### src/rtl/plru_tree_if.sv
// Access/lookup/flush bundle between the cache controller and the PLRU tracker.
interface plru_tree_if #(
  parameter int NUM_SETS = 4,
  parameter int NUM_WAYS = 4
);
  localparam int IDX_W = $clog2(NUM_SETS);
  localparam int WAY_W = $clog2(NUM_WAYS);

  logic                flush;
  logic                busy;
  logic                upd_en;
  logic [IDX_W-1:0]    upd_index;
  logic [WAY_W-1:0]    upd_way;
  logic                lkp_en;
  logic [IDX_W-1:0]    lkp_index;
  logic [NUM_WAYS-1:0] lkp_valid;
  logic [WAY_W-1:0]    victim_way;
  logic                victim_vld;

  modport master (
    output flush, upd_en, upd_index, upd_way, lkp_en, lkp_index, lkp_valid,
    input  busy, victim_way, victim_vld
  );

  modport slave (
    input  flush, upd_en, upd_index, upd_way, lkp_en, lkp_index, lkp_valid,
    output busy, victim_way, victim_vld
  );
endinterface

### src/rtl/plru_tree.sv
// Tree pseudo-LRU tracker: per-set tree bits, registered victim select with
// invalid-way priority and same-set update forwarding, plus a flush sweep.
module plru_tree #(
  parameter int NUM_SETS = 4,
  parameter int NUM_WAYS = 4
) (
  input  logic        clk,
  input  logic        rst,
  plru_tree_if.slave  bus
);
  localparam int IDX_W  = $clog2(NUM_SETS);
  localparam int WAY_W  = $clog2(NUM_WAYS);
  localparam int TREE_W = NUM_WAYS - 1;
  localparam logic [TREE_W-1:0] TREE_ONE = TREE_W'(1'b1);
  localparam logic [IDX_W-1:0]  LAST_SET = IDX_W'(NUM_SETS - 1);

  typedef enum logic [0:0] {ST_IDLE = 1'b0, ST_FLUSH = 1'b1} state_e;

  // Each node on the way's path is set to point into the opposite subtree.
  function automatic logic [TREE_W-1:0] tree_touch(input logic [TREE_W-1:0] bits,
                                                   input logic [WAY_W-1:0]  way);
    logic [TREE_W-1:0] b;
    logic [WAY_W-1:0]  w;
    logic              dir;
    int                node;
    b    = bits;
    w    = way;
    node = 0;
    for (int l = 0; l < WAY_W; l++) begin
      dir = w[WAY_W-1];
      if (dir) b = b & ~(TREE_ONE << node);
      else     b = b | (TREE_ONE << node);
      node = 2 * node + 1 + int'(dir);
      w    = w << 1;
    end
    return b;
  endfunction

  function automatic logic [WAY_W-1:0] pick_victim(input logic [TREE_W-1:0]   bits,
                                                   input logic [NUM_WAYS-1:0] valid);
    logic [TREE_W-1:0]   sh;
    logic [NUM_WAYS-1:0] vs;
    logic [WAY_W-1:0]    way;
    logic [WAY_W-1:0]    cnt;
    logic                found;
    logic                d;
    int                  node;
    way  = {WAY_W{1'b0}};
    node = 0;
    for (int l = 0; l < WAY_W; l++) begin
      sh   = bits >> node;
      d    = sh[0];
      way  = (way << 1) | WAY_W'(d);
      node = 2 * node + 1 + int'(d);
    end
    vs    = valid;
    cnt   = {WAY_W{1'b0}};
    found = 1'b0;
    for (int i = 0; i < NUM_WAYS; i++) begin
      if (!found && !vs[0]) begin
        way   = cnt;
        found = 1'b1;
      end
      vs  = vs >> 1;
      cnt = cnt + WAY_W'(1'b1);
    end
    return way;
  endfunction

  state_e              state_q, state_d;
  logic [IDX_W-1:0]    ptr_q, ptr_d;
  logic [TREE_W-1:0]   tree_q [NUM_SETS];
  logic [WAY_W-1:0]    victim_way_q, victim_way_d;
  logic                victim_vld_q, victim_vld_d;

  logic                upd_fire_s;
  logic [TREE_W-1:0]   upd_bits_s;
  logic [TREE_W-1:0]   lkp_bits_s;
  logic [WAY_W-1:0]    lkp_victim_s;
  logic                wr_en_s;
  logic [IDX_W-1:0]    wr_idx_s;
  logic [TREE_W-1:0]   wr_bits_s;

  // Update path and same-set forwarding into the lookup
  always_comb begin
    upd_fire_s = (state_q == ST_IDLE) && !bus.flush && bus.upd_en;
    upd_bits_s = tree_touch(tree_q[bus.upd_index], bus.upd_way);
    if (upd_fire_s && (bus.upd_index == bus.lkp_index)) begin
      lkp_bits_s = upd_bits_s;
    end else begin
      lkp_bits_s = tree_q[bus.lkp_index];
    end
    lkp_victim_s = pick_victim(lkp_bits_s, bus.lkp_valid);
  end

  // Sweep FSM, tree write port and victim next-state
  always_comb begin
    state_d      = state_q;
    ptr_d        = ptr_q;
    wr_en_s      = 1'b0;
    wr_idx_s     = bus.upd_index;
    wr_bits_s    = upd_bits_s;
    victim_vld_d = 1'b0;
    victim_way_d = victim_way_q;
    case (state_q)
      ST_IDLE: begin
        if (bus.flush) begin
          state_d = ST_FLUSH;
          ptr_d   = {IDX_W{1'b0}};
        end else begin
          wr_en_s = bus.upd_en;
        end
        if (bus.lkp_en) begin
          victim_vld_d = 1'b1;
          victim_way_d = lkp_victim_s;
        end else begin
          victim_vld_d = 1'b0;
        end
      end
      ST_FLUSH: begin
        wr_en_s   = 1'b1;
        wr_idx_s  = ptr_q;
        wr_bits_s = {TREE_W{1'b0}};
        if (bus.flush) begin
          ptr_d = {IDX_W{1'b0}};
        end else if (ptr_q == LAST_SET) begin
          state_d = ST_IDLE;
          ptr_d   = {IDX_W{1'b0}};
        end else begin
          ptr_d = ptr_q + IDX_W'(1'b1);
        end
      end
      default: begin
        state_d = ST_IDLE;
        ptr_d   = {IDX_W{1'b0}};
      end
    endcase
  end

  // State, pointer and registered victim outputs
  always_ff @(posedge clk or negedge rst) begin
    if (!rst) begin
      state_q      <= ST_IDLE;
      ptr_q        <= {IDX_W{1'b0}};
      victim_way_q <= {WAY_W{1'b0}};
      victim_vld_q <= 1'b0;
    end else begin
      state_q      <= state_d;
      ptr_q        <= ptr_d;
      victim_way_q <= victim_way_d;
      victim_vld_q <= victim_vld_d;
    end
  end

  // Per-set tree bit storage
  always_ff @(posedge clk or negedge rst) begin
    if (!rst) begin
      for (int s = 0; s < NUM_SETS; s++) begin
        tree_q[s] <= {TREE_W{1'b0}};
      end
    end else if (wr_en_s) begin
      tree_q[wr_idx_s] <= wr_bits_s;
    end
  end

  assign bus.busy       = (state_q == ST_FLUSH);
  assign bus.victim_way = victim_way_q;
  assign bus.victim_vld = victim_vld_q;
endmodule
### src/flat_wrapper.sv
// flat-port wrapper written by rule: the top's interface ports become plain ports
module plru_tree_flat 
#(
  parameter int NUM_SETS = 4,
  parameter int NUM_WAYS = 4
)
  (clk, rst, bus_flush, bus_upd_en, bus_upd_index, bus_upd_way, bus_lkp_en, bus_lkp_index, bus_lkp_valid, bus_busy, bus_victim_way, bus_victim_vld);
  plru_tree_if #(.NUM_SETS(NUM_SETS), .NUM_WAYS(NUM_WAYS)) bus_i ();
  input  logic clk;
  input  logic rst;
  input wire logic [$bits(bus_i.flush)-1:0] bus_flush;
  input wire logic [$bits(bus_i.upd_en)-1:0] bus_upd_en;
  input wire logic [$bits(bus_i.upd_index)-1:0] bus_upd_index;
  input wire logic [$bits(bus_i.upd_way)-1:0] bus_upd_way;
  input wire logic [$bits(bus_i.lkp_en)-1:0] bus_lkp_en;
  input wire logic [$bits(bus_i.lkp_index)-1:0] bus_lkp_index;
  input wire logic [$bits(bus_i.lkp_valid)-1:0] bus_lkp_valid;
  output wire logic [$bits(bus_i.busy)-1:0] bus_busy;
  output wire logic [$bits(bus_i.victim_way)-1:0] bus_victim_way;
  output wire logic [$bits(bus_i.victim_vld)-1:0] bus_victim_vld;
  assign bus_i.flush = bus_flush;
  assign bus_i.upd_en = bus_upd_en;
  assign bus_i.upd_index = bus_upd_index;
  assign bus_i.upd_way = bus_upd_way;
  assign bus_i.lkp_en = bus_lkp_en;
  assign bus_i.lkp_index = bus_lkp_index;
  assign bus_i.lkp_valid = bus_lkp_valid;
  assign bus_busy = bus_i.busy;
  assign bus_victim_way = bus_i.victim_way;
  assign bus_victim_vld = bus_i.victim_vld;
  plru_tree #(.NUM_SETS(NUM_SETS), .NUM_WAYS(NUM_WAYS)) u_core (.clk(clk), .rst(rst), .bus(bus_i));
endmodule
### config.mk
export PLATFORM = sky130hd
export DESIGN_NAME = plru_tree_flat
export DESIGN_NICKNAME = d
export VERILOG_FILES = /design/src/rtl/plru_tree_if.sv /design/src/rtl/plru_tree.sv /design/src/flat_wrapper.sv
export SDC_FILE = /design/constraint.sdc
export NUM_CORES = 1
export LEC_CHECK = 0
export CAP_MARGIN = 10
export CORE_MARGIN = 4
export CORE_UTILIZATION = 51
export DETAILED_ROUTE_END_ITERATION = 8
export PLACE_DENSITY_LB_ADDON = 0.05
export SYNTH_ARGS = -nofsm -noshare
export SYNTH_HDL_FRONTEND = slang
export SYNTH_SLANG_ARGS = --single-unit
### constraint.sdc
create_clock -name clk -period 1.95 [get_ports clk]
set_input_delay 0.585 -clock clk [delete_from_list [all_inputs] [get_ports clk]]
set_output_delay 0.585 -clock clk [all_outputs]
set_load 0.05 [all_outputs]
* After elaboration in Yosys (flattened, before gate mapping)
Index checks and enable logic that the tools add are counted.
** Operators by class
- $mul :: 0
- Shift-type cells :: 2
- Add/subtract/negate cells :: 3
- Muxes and demuxes :: 33
- Order comparisons :: 4
- Divide/modulo/power cells :: 0
- Bitwise gates (word level) :: 8
- Reductions and logical operators :: 14
- Eq/ne operators :: 3
** Operators by type and width (number)
- left shift 1 x 32 -> 3 bit (first input constant) :: 1
- >> shifter 3 x 32 -> 1 bit :: 1
- 2-to-1 mux 3 bit :: 8
- 2-to-1 mux 2 bit :: 8
- binary-select mux 3 bit (select 2 bit) :: 2
- bitwise mux 12 bit :: 1
- 2-to-1 mux 1 bit :: 10
- greater-or-equal comparator 3 bit (second input constant) :: 3
- inverter 2 -> 3 bit :: 3
- logical AND 1 bit :: 7
- demux 3 bit (select 2 bit) :: 1
- logical NOT 1 bit :: 6
- adder 1 x 1 -> 2 bit (first input constant) :: 2
- case mux 1 bit (2 select lines) :: 2
- case mux 2 bit (2 select lines) :: 1
- bitwise AND 3 bit :: 1
- less-than comparator 3 x 1 -> 1 bit (second input constant) :: 1
- inverter 3 bit :: 1
- bitwise OR 3 bit :: 1
- adder 2 x 1 -> 2 bit (second input constant) :: 1
- equality test 2 bit :: 1
- equality test 2 bit (second input constant) :: 1
- inequality test 2 bit (second input constant) :: 1
- bitwise OR 2 x 1 -> 2 bit :: 1
- 2 further kinds :: 2
** Storage, ports and cells
- Memories kept :: 0
- Output and inout port bits :: 4
- Word-level logic and storage cells :: 75
- ROM bits :: 0
- Bits in latches :: 0
- Bits in writable memories :: 0
- Register bits :: 18
- Input port bits :: 15

* Longest topological paths before layout
Gate-level depths: netlist (run 1).
- Depth after elaboration :: 14
- Mapped depth :: 5
- Depth with buffers taken out :: 4

* Least setup slack after synthesis (run 1)
No wires, ideal clock.
- Kind :: register to register
- Start point :: register u_core.state_q, in the netlist u_core.bus.busy
- End point :: register u_core.tree_q[6] (netlist bit)
- Stages on the path, launching flop included :: 5
- Arrival time :: 1.834 ns
- Clock period less this slack :: 1.958 ns
- Setup slack :: -0.008 ns
- Path buffers :: 1
- Data required time :: 1.825 ns
- Library setup time :: 0.125 ns
- Cells stage by stage :: dfrtp_1 > buf_2 > mux2_2 > nor2_1 > mux2_2
** On the way
- Longest elaborated chain between the ends :: 7
- Elaborated cells on any way between the ends :: 11
- Those cells by class :: 2 x order compare; 6 x mux; 2 x bitwise; 1 x reduce/logical
** Ends and longest elaborated chain
- from (decl) :: line plru_tree.sv:70 : state_e state_q, state_d;
- from (signal assigned) :: line plru_tree.sv:148 : state_q <= state_d;
- 2-to-1 mux 2 bit :: line plru_tree.sv:105 : case (state_q)
- inverter 2 -> 3 bit (not written as such) :: line plru_tree.sv:162 : tree_q[wr_idx_s] <= wr_bits_s;
- greater-or-equal comparator 3 bit (not written as such) / less-than comparator 3 x 1 -> 1 bit (equally long branches) :: line plru_tree.sv:162
- logical AND 1 bit (not written as such) :: line plru_tree.sv:162
- 2-to-1 mux 3 bit (not written as such) :: line plru_tree.sv:162
- demux 3 bit (select 2 bit) :: line plru_tree.sv:162
- bitwise mux 12 bit :: line plru_tree.sv:162
- to (signal, indexed assignment) :: line plru_tree.sv:159 : tree_q[s] <= {TREE_W{1'b0}};
- to (signal, indexed assignment) :: line plru_tree.sv:162
- to (decl) :: line plru_tree.sv:72 : logic [TREE_W-1:0] tree_q [NUM_SETS];
Several ways; a longest one is shown, not always the timed one.
A chain may end at the register's enable or synchronous reset.

* Worst setup path after layout (run 1)
- Start point :: input port bus_lkp_index[0]
- End point :: register u_core.victim_way_q[0], in the netlist u_core.bus.victim_way[0]
** On the way
- Longest elaborated chain between the ends :: 12
- Elaborated cells on any way between the ends :: 14
- Those cells by class :: 1 x add/sub; 1 x eq/ne; 1 x shift; 8 x mux; 2 x bitwise; 1 x reduce/logical
** Ends and longest elaborated chain
- from (decl) :: line flat_wrapper.sv:16 : input wire logic [$bits(bus_i.lkp_index)-1:0] bus_lkp_index;
- inverter 2 -> 3 bit (not written as such) :: line plru_tree.sv:91 : lkp_bits_s = tree_q[bus.lkp_index];
- binary-select mux 3 bit (select 2 bit) :: line plru_tree.sv:91
- 2-to-1 mux 3 bit (not written as such) (2 in series) :: line plru_tree.sv:91
- 2-to-1 mux 3 bit (*) :: line plru_tree.sv:88 : if (upd_fire_s && (bus.upd_index == bus.lkp_index)) begin
- adder 1 x 1 -> 2 bit :: line plru_tree.sv:54 : node = 2 * node + 1 + int'(d);
- >> shifter 3 x 32 -> 1 bit (*) :: line plru_tree.sv:51 : sh = bits >> node;
- bitwise OR 2 x 1 -> 2 bit (*) :: line plru_tree.sv:53 : way = (way << 1) | WAY_W'(d);
- 2-to-1 mux 2 bit (*) (4 in series) :: line plru_tree.sv:60 : if (!found && !vs[0]) begin
- to (signal assigned) :: line plru_tree.sv:145 : victim_way_q <= {WAY_W{1'b0}};
- to (signal assigned) :: line plru_tree.sv:150 : victim_way_q <= victim_way_d;
- to (decl) :: line plru_tree.sv:73 : logic [WAY_W-1:0] victim_way_q, victim_way_d;
Every way passes the cells marked *; elsewhere a longest branch is shown, timed or not. The select of a mux whose other input is x is not followed.

==> results of run 1 <==
[registers in the layout, summed over array words and instances (netlist names)]
signal / flops
u_core.ptr_q: 2
u_core.tree_q: 12
u_core.bus.victim_way: 2
u_core.bus.victim_vld: 1
u_core.bus.busy: 1
[area by class of cell]
type | count | area [um2] | share of cell area [%]
Timing Repair Buffer | 34 | 310 | 21.7
Inverter | 4 | 15.0 | 1.05
Sequential cell | 18 | 452 | 31.6
Multi-Input combinational cell | 58 | 581 | 40.7
Clock buffer | 4 | 36.3 | 2.54
Tap cell | 27 | 33.8 | 2.37
[worst reg2reg max path, delay by kind of cell, from the launching register on]
| family | cells | cell delay [ns] |
|---|---|---|
| mux | 1 | 0.33 |
| buf+inv | 1 | 0.15 |
| simple gates | 2 | 0.40 |
| flops | 1 | 0.47 |
| compound gates | 1 | 0.12 |
[power by group through the flow]
stage          registers, mW  logic, mW  clock network (mW)
6_report               0.471      0.416               0.230
5_1_grt                0.478      0.454               0.254
4_1_cts                0.470      0.420               0.239
3_5_place_dp           0.478      0.417                   0
3_3_place_gp           0.474      0.410                   0
2_1_floorplan          0.543      0.192                   0
[through the flow]
step / total power [mW] / setup WS (ns) / hold WS (ns) / TNS (ns) / area [um2]
final: 1.12 / 0.143 / 0.520 / 0 / 1430
after global routing: 1.19 / 0.00547 / 0.537 / 0 / 1430
after CTS: 1.13 / 0.0975 / 0.520 / 0 / 1430
after detailed placement: 0.894 / -0.472 / 0.496 / -4.06 / 1390
after global placement: 0.884 / -0.391 / 0.482 / -3.88 / 1390
after floorplan: 0.736 / 0.150 / 0.289 / 0 / 1080
[synthesized netlist by cell type]
library cell / n
nor3b_2: 1
clkbuf_1: 1
or2b_1: 1
a22o_1: 1
a31oi_1: 1
nand3_1: 1
and2b_1: 1
a21oi_1: 2
nor2_1: 7
o21ai_0: 1
mux2_1: 1
a22oi_1: 1
mux2_4: 1
buf_6: 2
nand3b_1: 1
dfrtp_1: 18
mux4_2: 5
and2b_2: 1
mux4_1: 2
a41oi_2: 1
mux2i_1: 5
a21o_1: 1
inv_1: 4
and3_1: 1
xnor2_1: 3
buf_2: 1
o31ai_1: 1
ha_1: 1
nand2_1: 5
mux2_2: 12
[metal layers]
layer	share of wire [%]	global-route usage (%)	vias to the layer above
met5	0	0	-
met4	1.9	8.71	0
li1	-	-	380
met2	48	30.4	20
met3	5.9	2.77	4
met1	45	23.4	394
[worst paths after layout]
| kind | startpoint | end | slack, ns | depth (start not counted) |
|---|---|---|---|---|
| max in group asynchronous | rst | u_core.bus.busy | 1.13 | 2 |
| setup / recovery | bus_lkp_index[0] | u_core.bus.victim_way[0] | 0.14 | 6 |
| hold / removal | u_core.tree_q[6] | u_core.tree_q[6] | 0.52 | 1 |
| setup reg to reg | u_core.bus.busy | u_core.tree_q[6] | 0.38 | 5 |
| hold reg to reg | u_core.tree_q[6] | u_core.tree_q[6] | 0.52 | 1 |
| min in group asynchronous | rst | u_core.ptr_q[0] | 0.61 | 2 |
[logic make-up (layout without fill, tap and decap cells)]
logic type | Yosys count | in the layout | share of synthesized area (%)
adder cells (fa/ha/maj) | 1 | 1 | 1.16
AND/OR/NAND/NOR | 19 | 19 | 9.26
buffers and inverters | 8 | 42 | 4.28
XOR/XNOR | 3 | 3 | 2.43
flip-flops | 18 | 18 | 41.7
AO/OA/AOI/OAI | 9 | 9 | 6.37
multiplexers | 26 | 26 | 34.8
==> out/metrics.cfg, run 1 <==
[route]
routed_wl_um = 2170
drcViolationCount = 0
route.vias.total = 798
detail_route.wl_per_cell_um = 15.0
drt_pass1_iterations = 4
postRouteAntennaNets = 0
drtIter0Drc = 8
drt-vias-per-instance = 5.50

[synth]
avgSynthCellArea_um2 = 12.9
synth_fp_nets = 100
synthCells = 84
ys_seq_area_share_pct = 41.7
synth_warnings = 0
syn-cell-area_mm2 = 0.00108
yosysTopAreaCell = dfrtp_1
yosysUniqueCellTypes = 30
synth_top_area_share_pct = 41.7
ys_ff_latch = 18
ys_top_cells_by_area = dfrtp_1 42%, mux2_2 12%, mux4_2 10%, mux4_1 4.9%, mux2i_1 4.6%

[clock_tree]
clk_latency_ns = 0.29
tritoncts = yes
cts_sinks = 18
cts.hold.buffers_added = 0
post_cts_buffers = 0
clk_path_buf_depth = 2
ctsResizeCount = 5
clock-root-buffer = clkbuf_4
clk_pin_slew_ns = 0.10
htree_levels = 1
cts_buffers = 3

[flow_run]
cap_violations = 0

[floorplanning]
die_y_um = 54.0
start_util_pct = 54.5
die_w_um = 54.0
core_area_mm2 = 0.00198
ioPinCount = 19
rows = 16
die_area_mm2 = 0.00292

[sta]
drv_slew = 0
slew_headroom_pct = 72.0
max_freq_ghz = 0.553
fin_crit_sh_pct = 92.7
period_minus_slack_ns = 1.81
fin_skew_ns = 0.00408
hold_violations = 0
finalSetupViolCount = 0
rsz0062_at_grt = no
worst_pin_slew_ns = 0.416

[setup_path]
slowest_delay_ns = 0.54
cp_top_family = multiplexers
cp-start-kind = primary input
path_class = in -> reg
crit_chain = dlygate4sd2_1 -> buf_6 -> mux4_1 -> mux2i_1 -> mux2_4 -> a41oi_2
crit_buf_inv = 2
arrival_ns = 1.98
crit_fanout = 3
cp.required_ns = 2.12
end_kind = flip-flop
crit_slowest_cell = mux4_1

[global_routing]
antenna_found_initial = 0
first_global_vias = 804
grtUsageTotal_pct = 18.4
grt.overflow.total = 0
grt_pass1_wl_um = 3710
grt_max_degree = 19

[placement]
gp_congestion = 0.795
numPlacedInstances = 141
io_buffers = 18
hpwl_um = 1650

[final_layout]
stdcell_count = 145
finish.net_count = 135
area_growth_pct = 32.1
mostFrequentLayoutCells = 17 x buf_4, 17 x dfrtp_1, 12 x mux2_2, 11 x clkdlybuf4s50_1, 7 x nor2_1
fillers = 134
drive_gt1_share_pct = 39.8
antenna_cells = 0
fin_util_pct = 72.0

[pwr]
switching_share_pct = 33.2
p_sw_mw = 0.371
p_per_area_mw_per_mm2 = 783
combPwrFrac_pct = 37.3
power.share.clock_pct = 20.6
p_int_mw = 0.746
peakVddDrop_uv = 569
p_leak_nw = 0.695
pwr-share-seq_pct = 42.1

[outcome]
status = finished clean

[min_path]
hp-class = reg -> reg

Power figures use the tool's default switching activity.
==> run 2: changes to the inputs <==
- CORE_ASPECT_RATIO: not set -> 0.7
==> run 2 against run 1 <==
Clock skew down 0.0037 ns. Critical path type unchanged. Routed wire length up 2.6%. Fmax down 0.12%. Largest cell class unchanged.
==> out/metrics.cfg, run 2 (synthesized netlist as in run 1, its figures left out) <==
[outcome]
status = finished clean

[clock_tree]
clk_pin_slew_ns = 0.10
htree_levels = 1
clk_latency_ns = 0.29
tritoncts = yes
clock-root-buffer = clkbuf_4
cts_sinks = 18
cts_buffers = 3
cts.hold.buffers_added = 0
clk_path_buf_depth = 2

[route]
detail_route.wl_per_cell_um = 15.9
postRouteAntennaNets = 0
drt_pass1_iterations = 4
drtIter0Drc = 31
route.vias.total = 798
drt-vias-per-instance = 5.70
drcViolationCount = 0
routed_wl_um = 2230

[sta]
worst_pin_slew_ns = 0.469
rsz0062_at_grt = no
finalSetupViolCount = 0
hold_violations = 0
fin_crit_sh_pct = 92.8
slew_headroom_pct = 68.4
timing.setup.tns_ns = 0
fin_skew_ns = 0.000356
drv_slew = 0
period_minus_slack_ns = 1.81
max_freq_ghz = 0.553

[global_routing]
grt_pass1_wl_um = 4020
grt.overflow.total = 0
grtUsageTotal_pct = 18.4
antenna_found_initial = 0
grt_max_degree = 19
first_global_vias = 888

[pwr]
p_leak_nw = 0.701
p_per_area_mw_per_mm2 = 788
peakVddDrop_uv = 474

[final_layout]
fillers = 154
drive_gt1_share_pct = 39.0
area_growth_pct = 31.5
final_common_cell = buf_4
mostFrequentLayoutCells = 18 x buf_4, 17 x dfrtp_1, 12 x mux2_2, 11 x clkdlybuf4s50_1, 7 x nor2_1
final_area_mm2 = 0.00142
antenna_cells = 0
max_flop_register = u_core.tree_q
largest_reg_flops = 12
finish.net_count = 135

[min_path]
hp-class = reg -> reg

[floorplanning]
ioPinCount = 19
start_util_pct = 55.9
die_y_um = 46.5
die_w_um = 63.0
die_area_mm2 = 0.00293
rows = 13
core_area_mm2 = 0.00194

[setup_path]
arrival_ns = 2.00
crit_buf_inv = 2
cp.required_ns = 2.14
crit_fanout = 3
cp-start-kind = primary input
path_class = in -> reg
end_kind = flip-flop
slowest_delay_ns = 0.50
cp_top_family = buffers and inverters
crit_slowest_cell = clkdlybuf4s50_1
crit_chain = clkdlybuf4s50_1 -> nor3b_2 -> buf_4 -> a22o_1 -> nand2_1 -> mux2_2

[placement]
hpwl_um = 1730
gp_congestion = 0.777
placed_area_mm2 = 0.00137
io_buffers = 18

[flow_run]
cap_violations = 0

run 2: changes by cell type in the layout (fill, tap and decap cells not counted):
cell | previous run | this run
buf_4 | 17 | 18
buf_6 | 2 | 1
mux4_1 | 1 | 2
mux4_2 | 6 | 5
run 2: worst paths after layout:
path / startpoint / end / slack, ns / cells past startpoint
max: bus_flush / u_core.tree_q[5] / 0.14 / 6
max in group asynchronous: rst / u_core.bus.busy / 1.13 / 2
min reg2reg: u_core.tree_q[9] / u_core.tree_q[9] / 0.53 / 1
min in group asynchronous: rst / u_core.tree_q[7] / 0.60 / 2
max reg2reg: u_core.tree_q[0] / u_core.bus.victim_way[0] / 0.40 / 4
min: u_core.tree_q[9] / u_core.tree_q[9] / 0.53 / 1
run 2: where the power goes:
group	leakage [nW]	switching, mW	total (mW)	internal [mW]
Clock	0.0210	0.118	0.232	0.114
Combinational	0.440	0.211	0.416	0.205
Sequential	0.240	0.0444	0.472	0.428
run 2: area by class of cell:
| type | instances | area, um2 | share of cell area (%) |
|---|---|---|---|
| clock buffer | 4 | 36.3 | 2.55 |
| inverter | 4 | 15.0 | 1.06 |
| multi-input combinational | 58 | 584 | 41.1 |
| sequential | 18 | 452 | 31.8 |
| tap | 22 | 27.5 | 1.94 |
| timing repair buffer | 34 | 307 | 21.6 |
run 2: layer usage:
layer / wire length [um] / GRT usage (%)
met5: 0 / 0
met3: 180 / 6.59
met1: 1000 / 23.2
met4: 26 / 4.39
met2: 1020 / 30.8
run 2: through the flow:
step                      cells  util (%)  power [mW]  setup slack [ns]  hold WS, ns
after floorplan              84         -       0.736             0.150        0.289
after global placement      135      71.0       0.884            -0.367        0.489
after detailed placement    135      71.0       0.896            -0.403        0.499
after CTS                   140      73.3        1.13             0.105        0.524
after global routing        140      73.4        1.19            0.0682        0.540
final                       140      73.4        1.12             0.140        0.525
run 2: worst register-to-register path, cell delays in order, from the launching register on:
cell and delay [ns]:
dfrtp_1 0.40, mux4_2 0.50, mux2i_1 0.14, mux2_4 0.26, a41oi_2 0.18
run 2: timing repair:
action,in CTS,in global routing
buffers inserted,1,0
resized for setup,3,1
hold endpoints to repair,0,0
setup endpoints to repair,9,1
pin swaps,0,0
==> run 3: changes to the inputs <==
- REMOVE_ABC_BUFFERS: not set -> 1
==> run 3 against run 2 <==
Cell area down 1.8%. Clock-buffer cell count unchanged. Worst setup slack worse by 0.049 ns. Sequential share of layout area up 0.51 points. Clock skew up 0.0044 ns. Critical endpoint is now u_core.bus.victim_way[0]. Highest routed layer unchanged.
==> out/metrics.cfg, run 3 (synthesized netlist as in run 1, its figures left out) <==
[outcome]
status = finished clean

[final_layout]
finish.net_count = 132
max_flop_register = u_core.tree_q
mostFrequentLayoutCells = 18 x dfrtp_1, 15 x buf_4, 12 x mux2_2, 12 x clkdlybuf4s50_1, 7 x nor2_1
largest_reg_flops = 12
antenna_cells = 0
final_common_cell = dfrtp_1
area_growth_pct = 29.1
drive_gt1_share_pct = 36.5
fin_util_pct = 72.1
stdcell_count = 137

[sta]
worst_pin_slew_ns = 0.439
rsz0062_at_grt = no
hold_violations = 0
fin_skew_ns = 0.00473
fin_crit_sh_pct = 95.3
worst_slack_ns = 0.0920
drv_slew = 0
period_minus_slack_ns = 1.86
slew_headroom_pct = 70.5
finalSetupViolCount = 0
max_freq_ghz = 0.538

[clock_tree]
clk_path_buf_depth = 2
clk_latency_ns = 0.30
clock-root-buffer = clkbuf_4
post_cts_buffers = 0
cts_buffers = 3
clk_pin_slew_ns = 0.11
tritoncts = yes
cts.hold.buffers_added = 0
cts_sinks = 18
htree_levels = 1

[route]
drcViolationCount = 0
routed_wl_um = 2280
route.vias.total = 790
drtIter0Drc = 13
drt-vias-per-instance = 5.77
detail_route.wl_per_cell_um = 16.7
postRouteAntennaNets = 0
drt_pass1_iterations = 4

[pwr]
p_per_area_mw_per_mm2 = 800
peakVddDrop_uv = 405
p_leak_nw = 0.678
finalPower_mw = 1.12

[setup_path]
end_kind = flip-flop
cp.required_ns = 2.18
slowest_delay_ns = 0.58
path_class = in -> reg
crit_slowest_cell = clkdlybuf4s50_1
cp-start-kind = primary input
arrival_ns = 2.08
crit_chain = clkdlybuf4s50_1 -> buf_4 -> xnor2_1 -> nand3_1 -> mux2_4 -> a41oi_2
crit_fanout = 5

[global_routing]
grt_max_degree = 19
grt_pass1_wl_um = 3930
antenna_found_initial = 0
grtUsageTotal_pct = 18.2
grt.overflow.total = 0
first_global_vias = 800

[floorplanning]
start_util_pct = 55.9
die_y_um = 46.5
core_area_mm2 = 0.00194
rows = 13
ioPinCount = 19
die_area_mm2 = 0.00293
die_w_um = 63.0

[flow_run]
cap_violations = 0

[placement]
numPlacedInstances = 133
io_buffers = 18
hpwl_um = 1780
gp_congestion = 0.833
dp_slack_ns = -0.458

[min_path]
hp-class = reg -> reg

run 3: routing by layer:
| metal | track usage [%] | wire, um |
|---|---|---|
| met1 | 23.7 | 1060 |
| met2 | 30.2 | 1080 |
| met3 | 5.37 | 133 |
| met4 | 5.26 | 13 |
| met5 | 0 | 0 |
run 3: final cells by class:
type                       instances  area [um2]
multi-input combinational         58         584
fill                             148         541
sequential                        18         450
timing repair buffer              31         282
clock buffer                       4        36.3
tap                               22        27.5
inverter                           4        15.0
run 3: through the flow:
step           hold WS (ns)  TNS, ns  instance area, um2
2_1_floorplan         0.289        0                1050
3_3_place_gp          0.474    -4.99                1360
3_5_place_dp          0.475    -5.59                1360
4_1_cts               0.501        0                1400
5_1_grt               0.516        0                1400
6_report              0.494        0                1400
run 3: path summary, 6_finish.rpt:
| path | cells past startpoint | end | slack [ns] | start |
|---|---|---|---|---|
| worst max-delay path | 6 | u_core.bus.victim_way[0] | 0.09 | bus_upd_index[1] |
| min in group asynchronous | 2 | u_core.tree_q[3] | 0.60 | rst |
| worst min register to register | 1 | u_core.tree_q[0] | 0.49 | u_core.tree_q[0] |
| worst max register to register | 5 | u_core.tree_q[0] | 0.29 | u_core.bus.busy |
| worst min-delay path | 1 | u_core.tree_q[0] | 0.49 | u_core.tree_q[0] |
| max in group asynchronous | 2 | u_core.tree_q[0] | 1.15 | rst |
run 3: critical path: cells and delay by family:
kind                      cells  cell delay, ns
buffers and inverters         2            0.74
muxes                         1            0.33
AOI/OAI and AO/OA             1            0.18
and+or+nand+nor               1            0.14
xor gates and xnor gates      1            0.10
run 3: repair_timing:
action | 4_1_cts | 5_1_grt
hold endpoints to repair | 0 | 0
endpoints found under the setup margin | 11 | 0
gates resized for setup | 3 | 0
run 3: where the power goes:
| part | total, mW | internal, mW | switching, mW |
|---|---|---|---|
| clock | 0.232 | 0.114 | 0.118 |
| sequential | 0.470 | 0.427 | 0.0432 |
| combinational | 0.414 | 0.200 | 0.214 |
| total | 1.12 | 0.741 | 0.375 |
